[src/rtl/pid_output_stage_if.sv]
// pid_output_stage_if: sample/history/increment/control bundle between the
// sampler side (master) and the PID output stage (slave).
interface pid_output_stage_if #(
  parameter int DATA_W = 9,
  parameter int U_W    = 16
);
  logic              sample_req;
  logic              clr;
  logic [DATA_W-1:0] setpoint;
  logic [DATA_W-1:0] feedback;
  logic [DATA_W:0]   ek0;
  logic [DATA_W:0]   ek1;
  logic [DATA_W:0]   ek2;
  logic [14:0]       d_uk;
  logic [U_W-1:0]    u;
  logic              u_valid;
  logic              busy;
  logic              sat;
  logic              overrun;
  modport master (
    output sample_req, clr, setpoint, feedback, d_uk,
    input  ek0, ek1, ek2, u, u_valid, busy, sat, overrun
  );
  modport slave (
    input  sample_req, clr, setpoint, feedback, d_uk,
    output ek0, ek1, ek2, u, u_valid, busy, sat, overrun
  );
endinterface

[src/rtl/pid_output_stage.sv]
// pid_output_stage: forms e(k), shifts the error history into the increment unit and
// integrates the returned d_uk into a clamped u(k); PID_DEADBAND_EN zeroes small errors.
module pid_output_stage #(
  parameter int                    DATA_W   = 9,
  parameter int                    U_W      = 16,
  parameter logic signed [U_W-1:0] U_MIN    = -16'sd2048,
  parameter logic signed [U_W-1:0] U_MAX    = 16'sd2047,
  parameter logic signed [U_W-1:0] U_INIT   = '0,
  parameter int                    DEADBAND = 2
) (
  input logic               clk,
  input logic               rst_n,
  pid_output_stage_if.slave bus
);
  localparam int E_W = DATA_W + 1;
  typedef enum logic [2:0] {IDLE, CAPTURE, SETTLE, ACCUM, DONE} state_t;
  state_t                  r_state;
  logic [DATA_W-1:0]       r_sp, r_fb;
  logic signed [E_W-1:0]   r_ek0, r_ek1, r_ek2;
  logic signed [14:0]      r_d;
  logic signed [U_W-1:0]   r_u;
  logic                    r_u_valid, r_sat, r_overrun;
  logic signed [E_W-1:0]   w_e, w_e_in;
  logic signed [U_W:0]     w_sum;
  logic                    w_hi, w_lo;
  assign w_e = $signed({1'b0, r_sp}) - $signed({1'b0, r_fb});
`ifdef PID_DEADBAND_EN
  assign w_e_in = (w_e <= E_W'(DEADBAND) && w_e >= -E_W'(DEADBAND)) ? '0 : w_e;
`else
  assign w_e_in = w_e;
`endif
  assign w_sum = (U_W+1)'(r_u) + (U_W+1)'(r_d);
  assign w_hi  = w_sum > (U_W+1)'(U_MAX);
  assign w_lo  = w_sum < (U_W+1)'(U_MIN);
  always_ff @(posedge clk or negedge rst_n) begin
    if (!rst_n) begin
      r_state   <= IDLE;
      r_sp      <= '0;
      r_fb      <= '0;
      r_ek0     <= '0;
      r_ek1     <= '0;
      r_ek2     <= '0;
      r_d       <= '0;
      r_u       <= U_INIT;
      r_u_valid <= 1'b0;
      r_sat     <= 1'b0;
      r_overrun <= 1'b0;
    end else if (bus.clr) begin
      r_state   <= IDLE;
      r_ek0     <= '0;
      r_ek1     <= '0;
      r_ek2     <= '0;
      r_u       <= U_INIT;
      r_u_valid <= 1'b0;
      r_sat     <= 1'b0;
      r_overrun <= 1'b0;
    end else begin
      r_u_valid <= 1'b0;
      r_sat     <= 1'b0;
      if (bus.sample_req && r_state != IDLE) r_overrun <= 1'b1;
      case (r_state)
        IDLE: if (bus.sample_req) begin
          r_sp    <= bus.setpoint;
          r_fb    <= bus.feedback;
          r_state <= CAPTURE;
        end
        CAPTURE: begin
          r_ek2   <= r_ek1;
          r_ek1   <= r_ek0;
          r_ek0   <= w_e_in;
          r_state <= SETTLE;
        end
        SETTLE: begin
          r_d     <= $signed(bus.d_uk);
          r_state <= ACCUM;
        end
        // u_valid/sat are registered here so they are visible during DONE
        ACCUM: begin
          r_u       <= w_hi ? U_MAX : w_lo ? U_MIN : w_sum[U_W-1:0];
          r_sat     <= w_hi | w_lo;
          r_u_valid <= 1'b1;
          r_state   <= DONE;
        end
        default: r_state <= IDLE;
      endcase
    end
  end
  assign bus.ek0     = r_ek0;
  assign bus.ek1     = r_ek1;
  assign bus.ek2     = r_ek2;
  assign bus.u       = r_u;
  assign bus.u_valid = r_u_valid;
  assign bus.sat     = r_sat;
  assign bus.busy    = r_state != IDLE;
  assign bus.overrun = r_overrun;
endmodule

[src/flat_wrapper.sv]
// flat-port wrapper written by rule: the top's interface ports become plain ports
module pid_output_stage_flat 
#(
  parameter int                    DATA_W   = 9,
  parameter int                    U_W      = 16,
  parameter logic signed [U_W-1:0] U_MIN    = -16'sd2048,
  parameter logic signed [U_W-1:0] U_MAX    = 16'sd2047,
  parameter logic signed [U_W-1:0] U_INIT   = '0,
  parameter int                    DEADBAND = 2
)
  (clk, rst_n, bus_sample_req, bus_clr, bus_setpoint, bus_feedback, bus_d_uk, bus_ek0, bus_ek1, bus_ek2, bus_u, bus_u_valid, bus_busy, bus_sat, bus_overrun);
  pid_output_stage_if #(.DATA_W(DATA_W), .U_W(U_W)) bus_i ();
  input logic clk;
  input logic rst_n;
  input wire logic [$bits(bus_i.sample_req)-1:0] bus_sample_req;
  input wire logic [$bits(bus_i.clr)-1:0] bus_clr;
  input wire logic [$bits(bus_i.setpoint)-1:0] bus_setpoint;
  input wire logic [$bits(bus_i.feedback)-1:0] bus_feedback;
  input wire logic [$bits(bus_i.d_uk)-1:0] bus_d_uk;
  output wire logic [$bits(bus_i.ek0)-1:0] bus_ek0;
  output wire logic [$bits(bus_i.ek1)-1:0] bus_ek1;
  output wire logic [$bits(bus_i.ek2)-1:0] bus_ek2;
  output wire logic [$bits(bus_i.u)-1:0] bus_u;
  output wire logic [$bits(bus_i.u_valid)-1:0] bus_u_valid;
  output wire logic [$bits(bus_i.busy)-1:0] bus_busy;
  output wire logic [$bits(bus_i.sat)-1:0] bus_sat;
  output wire logic [$bits(bus_i.overrun)-1:0] bus_overrun;
  assign bus_i.sample_req = bus_sample_req;
  assign bus_i.clr = bus_clr;
  assign bus_i.setpoint = bus_setpoint;
  assign bus_i.feedback = bus_feedback;
  assign bus_i.d_uk = bus_d_uk;
  assign bus_ek0 = bus_i.ek0;
  assign bus_ek1 = bus_i.ek1;
  assign bus_ek2 = bus_i.ek2;
  assign bus_u = bus_i.u;
  assign bus_u_valid = bus_i.u_valid;
  assign bus_busy = bus_i.busy;
  assign bus_sat = bus_i.sat;
  assign bus_overrun = bus_i.overrun;
  pid_output_stage #(.DATA_W(DATA_W), .U_W(U_W), .U_MIN(U_MIN), .U_MAX(U_MAX), .U_INIT(U_INIT), .DEADBAND(DEADBAND)) u_core (.clk(clk), .rst_n(rst_n), .bus(bus_i));
endmodule
[config.mk]
export PLATFORM = sky130hd
export DESIGN_NAME = pid_output_stage_flat
export DESIGN_NICKNAME = d
export VERILOG_FILES = /design/src/rtl/pid_output_stage_if.sv /design/src/rtl/pid_output_stage.sv /design/src/flat_wrapper.sv
export SDC_FILE = /design/constraint.sdc
export NUM_CORES = 1
export LEC_CHECK = 0
export BUFFER_PORTS_ARGS = -buffer_cell sky130_fd_sc_hd__buf_4
export CAP_MARGIN = 20
export CORE_MARGIN = 10
export CORE_UTILIZATION = 52
export CTS_BUF_LIST = sky130_fd_sc_hd__clkbuf_4
export CTS_CLUSTER_SIZE = 24
export DETAILED_ROUTE_END_ITERATION = 8
export GPL_TIMING_DRIVEN = 0
export PLACE_DENSITY = 0.79
export SLEW_MARGIN = 20
export SYNTH_ARGS = -nofsm -noshare
export SYNTH_HDL_FRONTEND = slang
export SYNTH_SLANG_ARGS = --single-unit
[constraint.sdc]
create_clock -name clk -period 2.7 [get_ports clk]
set_input_delay 0.135 -clock clk [delete_from_list [all_inputs] [get_ports clk]]
set_output_delay 0.135 -clock clk [all_outputs]
set_load 0.02 [all_outputs]
* Yosys cells after proc, flatten, opt, wreduce, memory -nomap -nowiden
Cells that the tools add are included.
Storage, ports and cells: bits in registers 85, output and inout bits 50, word-level logic and storage cells 48
Operators by class: add/subtract/negate cells 2, order comparisons 2, equal/unequal tests 4, muxes and demuxes 19, bitwise operators 2, reductions and logical operators 8
Operator list (number):
- 16-bit 2-to-1 mux | 4
- 10-bit 2-to-1 mux | 6
- 16-bit by 15-bit adder with 17-bit output | 1
- 17-bit by 12-bit greater-than comparator with 1-bit output, second input constant | 1
- 17-bit by 12-bit less-than comparator with 1-bit output, second input constant | 1
- 3-bit case mux with 4 select lines | 1
- 9-bit by 9-bit subtractor with 10-bit output | 1
- 3-bit by 2-bit == test with 1-bit output, second input constant | 2
- 1-bit 2-to-1 mux | 6
- 3-bit 2-to-1 mux | 2
- 2-bit nonzero test | 3
- 3-bit by 1-bit == test with 1-bit output, second input constant | 1
- 3-bit zero test | 1
- 3-bit inequality test, second input constant | 1
- 3-bit AND reduction | 1
- 3-bit nonzero test | 1
- 2-bit AND reduction | 1
- 1-bit logical AND | 1
- 1-bit inverter | 1
- 1-bit bitwise OR | 1

* Longest topological paths before layout
word-level depth 6, mapped depth 12, depth with buffers taken out 12

* Worst setup path before layout
Ideal clock, no wire load.
path type reg2reg, start reg u_core.r_u[0], in the netlist u_core.bus.u[0], end reg u_core.r_u[2], in the netlist u_core.bus.u[2], setup time 0.076 ns, arrival time 2.678 ns, required time 2.624 ns, path slack -0.054 ns, cell stages (with the launch flop) 13, period minus slack after synthesis 2.754 ns, cell sequence dfrtp_1 ha_1 inv_1 fa_1 nand2b_1 a21o_2 a21oi_2 nor4_1 a211o_1 o41ai_2 nand2_1 buf_6 o21ai_1
Between the ends: cells in the longest elaborated chain, start to end 6
Ends and longest elaborated chain:
- from (decl) | RTL line pid_output_stage.sv:21 | logic signed [U_W-1:0] r_u;
- from (signal assigned) | RTL line pid_output_stage.sv:79 | r_u <= w_hi ? U_MAX : w_lo ? U_MIN : w_sum[U_W-1:0];
- 16-bit by 15-bit adder with 17-bit output (*) | RTL line pid_output_stage.sv:32 | assign w_sum = (U_W+1)'(r_u) + (U_W+1)'(r_d);
- 17-bit by 12-bit less-than comparator with 1-bit output | RTL line pid_output_stage.sv:34 | assign w_lo = w_sum < (U_W+1)'(U_MIN);
- 16-bit 2-to-1 mux | RTL line pid_output_stage.sv:79
- 16-bit 2-to-1 mux (*) | RTL line pid_output_stage.sv:79
- 16-bit 2-to-1 mux (*) | RTL line pid_output_stage.sv:61 | case (r_state)
- 16-bit 2-to-1 mux (*) | RTL line pid_output_stage.sv:48 | end else if (bus.clr) begin
Every way passes the cells marked *; elsewhere a longest branch is shown, timed or not. The select of a mux whose other input is x is not followed. A chain may end at the register's enable or synchronous reset.

* Final worst setup path
start reg u_core.r_d[0], end reg u_core.r_u[4], in the netlist u_core.bus.u[4]
Between the ends: cells in the longest elaborated chain, start to end 6
Ends and longest elaborated chain:
- from (decl) | RTL line pid_output_stage.sv:20 | logic signed [14:0] r_d;
- from (signal assigned) | RTL line pid_output_stage.sv:74 | r_d <= $signed(bus.d_uk);
- 16-bit by 15-bit adder with 17-bit output (*) | RTL line pid_output_stage.sv:32
- 17-bit by 12-bit less-than comparator with 1-bit output | RTL line pid_output_stage.sv:34
- 16-bit 2-to-1 mux | RTL line pid_output_stage.sv:79
- 16-bit 2-to-1 mux (*) | RTL line pid_output_stage.sv:79
- 16-bit 2-to-1 mux (*) | RTL line pid_output_stage.sv:61
- 16-bit 2-to-1 mux (*) | RTL line pid_output_stage.sv:48
Marks and branches as above.

==> results.tsv <==
stage	metric	value	unit
floorplan	IO Count	87	
placed_design	GPL Wtd Cong	0.924	
synth	area share of the largest cell type after synthesis	48.7	%
power	Leak Pwr	2.94	nW
worst_setup_path	Crit Path Category	reg2reg	
timing	fmax	347	MHz
timing	final setup fails	12	
synth	top post-synthesis cells by area	dfrtp_1, mux2_2, ha_1	
timing	final-report hold violation count	0	
global_routing	Total Routing Usage GR	18.5	%
drt	WL per Instance	18.0	µm
drt	Vias per Instance	5.53	
synth	Top FF cell, synth	dfrtp_1	
drt	routed wire length	11.8	mm
global_routing	vias in the first global route	3914	
placed_design	I/O Buffers	85	
worst_setup_path	WP data arrival	3250	ps
global_routing	largest net degree at the start of global routing	86	
timing	slack of the critical path	-179	ps
timing	worst slew pin tran	997	ps
floorplan	CORE AREA	0.00818	mm²
timing	post-layout min period	2880	ps
power	Power per Cell Area	737	mW/mm²
worst_setup_path	crit path launch type	flop	
synth	cell area after synthesis	0.00437	mm²
drt	DRC violations left	0	
worst_setup_path	worst r2r src	u_core.r_d[0]$_DFFE_PN0P_	
outcome	outcome	finished with violations	
timing	Clock Skews	19.9	ps
clock_tree	H-tree depth	3	
drt	DR vias	3622	
cells_and_area	multi-input logic area	0.00227	mm²
synth	Synthesis Warnings	0	
timing	Final TNS setup	-1750	ps
timing	unrepaired setup endpoints after global routing	true	
run	max_cap viols	0	
cells_and_area	most frequent cells in the layout	buf_4, dfrtp_1, dlygate4sd3_1	
worst_setup_path	endpoint class of the critical path	flop	
synth	FF+latch count, synth	85	
floorplan	Site Rows	33	
worst_setup_path	crit path max fanout	5	
clock_tree	CTS Root Cell	clkbuf_4	
floorplan	Die X	112	µm
timing	hold slack final	305	ps
synth	area leader, netlist	dfrtp_1	
drt	Routed Antenna Nets	0	
drt	initial drt markers	164	
floorplan	die area	0.0125	mm²
cells_and_area	Fill cells	564	
clock_tree	CTS tree	yes	
cells_and_area	area grow syn2layout	37.4	%
placed_design	DPL Wire Length	7.82	mm
clock_tree	worst skew pair latency	450	ps
synth	Cells after Synth	392	
timing	relative slew slack	32.6	%
synth	synthesized area per cell	11.1	µm²
global_routing	total grt overflow	0	
worst_setup_path	Setup crit start	u_core.r_d[0]$_DFFE_PN0P_	
worst_setup_path	CP required	3070	ps
power	total power	4.43	mW
global_routing	first-pass GRT wire length	19.5	mm
floorplan	die height	112	µm
min_path	Min-Delay Path Class	in2async	
cells_and_area	FF/Latch Area	0.00213	mm²
clock_tree	CTS buffer count	9	
clock_tree	total clock sinks	85	
cells_and_area	most common cell after layout, fill and taps aside	buf_4	
timing	crit share post-route	107	%
synth	Net Count, Synth	456	
synth	sequential-to-total area share from yosys stat	48.7	%
synth	Yosys cell types	53	
clock_tree	Clock transition at path regs	140	ps
synth	EDFF count, synth	0	
drt	detailed-router iteration count before antenna repair	4	
global_routing	initial antenna violation count	1	
outcome	failing checks	setup timing	
clock_tree	Clock Tree Buf Depth	2	
floorplan	Initial Util	53.4	%
cells_and_area	Nets	608	
power	maximum vdd drop	0.000444	V
cells_and_area	fraction of layout cells with a size suffix above 1	36.6	%
timing	fin. max-slew vios	0	
synth	Post-synth ARST share	100	%
## flip-flops by register name, summed over array words and instances, names as in the netlist
register and count:
u_core.bus.ek1 10, u_core.r_sp 9, u_core.bus.overrun 1, u_core.r_state 3
u_core.bus.sat 1, u_core.r_d 15, u_core.bus.u 16, u_core.bus.ek2 10
u_core.bus.ek0 10, u_core.bus.u_valid 1, u_core.r_fb 9
## worst paths after layout
kind                                            endpoint  slack [ps]  cells past startpoint
setup / recovery             u_core.bus.u[4]$_DFFE_PN0P_        -180                     12
hold / removal                 u_core.r_d[4]$_DFFE_PN0P_         300                      2
setup reg to reg             u_core.bus.u[4]$_DFFE_PN0P_        -180                     12
hold reg to reg            u_core.bus.ek2[0]$_DFFE_PN0P_         530                      1
max in group asynchronous    u_core.bus.u[0]$_DFFE_PN0P_        1870                      2
min in group clk              u_core.r_fb[5]$_DFFE_PN0P_         460                      3
## cell type report
class	instances	share of cell area (%)
clock inverter	7	1.02
timing repair buffer	141	19.4
buffer	18	1.79
inverter	20	1.25
tap	105	2.19
clock buffer	9	1.13
antenna	1	0.0417
sequential	85	35.5
multi-input combinational	269	37.8
## metrics by stage
stage / util (%) / std cells / worst slack (ps) / area, µm²
floorplan: - / 392 / 6.74 / 4370
global placement: 62.9 / 582 / -211 / 5140
detailed placement: 62.9 / 582 / -301 / 5140
CTS: 72.5 / 650 / -61.0 / 5930
global route: 73.4 / 655 / -244 / 6000
finish: 73.4 / 655 / -179 / 6000
## report_power, final
group	internal (mW)	leakage (nW)	switching, mW	total, mW
Clock	0.200	0.0629	0.487	0.687
Combinational	0.952	1.77	1.08	2.03
Sequential	1.52	1.11	0.191	1.71
## synthesized netlist by cell type, types with 2 or more instances
cell and count:
a211oi_1 6, a21o_1 10, a21o_2 3, a21oi_1 21
a21oi_2 2, a22o_1 28, a41oi_1 2, and2_1 2
buf_1 2, buf_2 4, buf_6 2, clkbuf_1 7
dfrtp_1 85, fa_1 2, ha_1 25, inv_1 20
mux2_2 33, nand2_1 28, nand2b_1 3, nand3_1 7
nand3b_1 2, nor2_1 22, nor3_1 5, o211ai_1 5
o21a_1 2, o21ai_0 9, o21ai_1 11, o21bai_1 3
or3_1 2, or3b_1 2, xnor2_1 10, xor2_1 6
## cells by family (layout without fill, tap and decap cells)
group / count (synthesis) / count (layout) / synth area share, %
xor+xnor: 16 / 16 / 3.21
buf+inv: 38 / 195 / 4.18
other cells: 0 / 1 / 0
compound gates: 112 / 112 / 18.4
simple gates: 80 / 80 / 8.65
mux: 34 / 34 / 8.74
flops: 85 / 85 / 48.7
fa+ha+maj: 27 / 27 / 8.08
## what timing repair did
action / 4_1_cts / 5_1_grt
pin swaps: 29 / 8
endpoints found under the setup margin: 12 / 12
resized for setup: 31 / 9
buffers inserted: 14 / 4
endpoints found under the hold margin: 123 / 0
gates cloned: 1 / 0
hold buffers: 37 / 0
## metal layers
layer  GRT usage [%]  vias up  share of wire [%]
met3            3.70       30                5.0
met2            31.4      112                 51
met5               0        -                  0
met4            7.03        0                2.7
li1                -     1726                  -
met1            22.5     1754                 41
## worst max-delay path: stages, from the launching register on
cell and delay [ps]:
dfrtp_1 390, ha_2 200, inv_2 40, fa_2 340, nand2b_4 170, a21o_4 220
a21oi_4 170, nor4_2 70, a211o_1 340, o41ai_4 400, nand2_2 160, buf_6 200
o21ai_2 120
(Power assumes the default switching activity.)
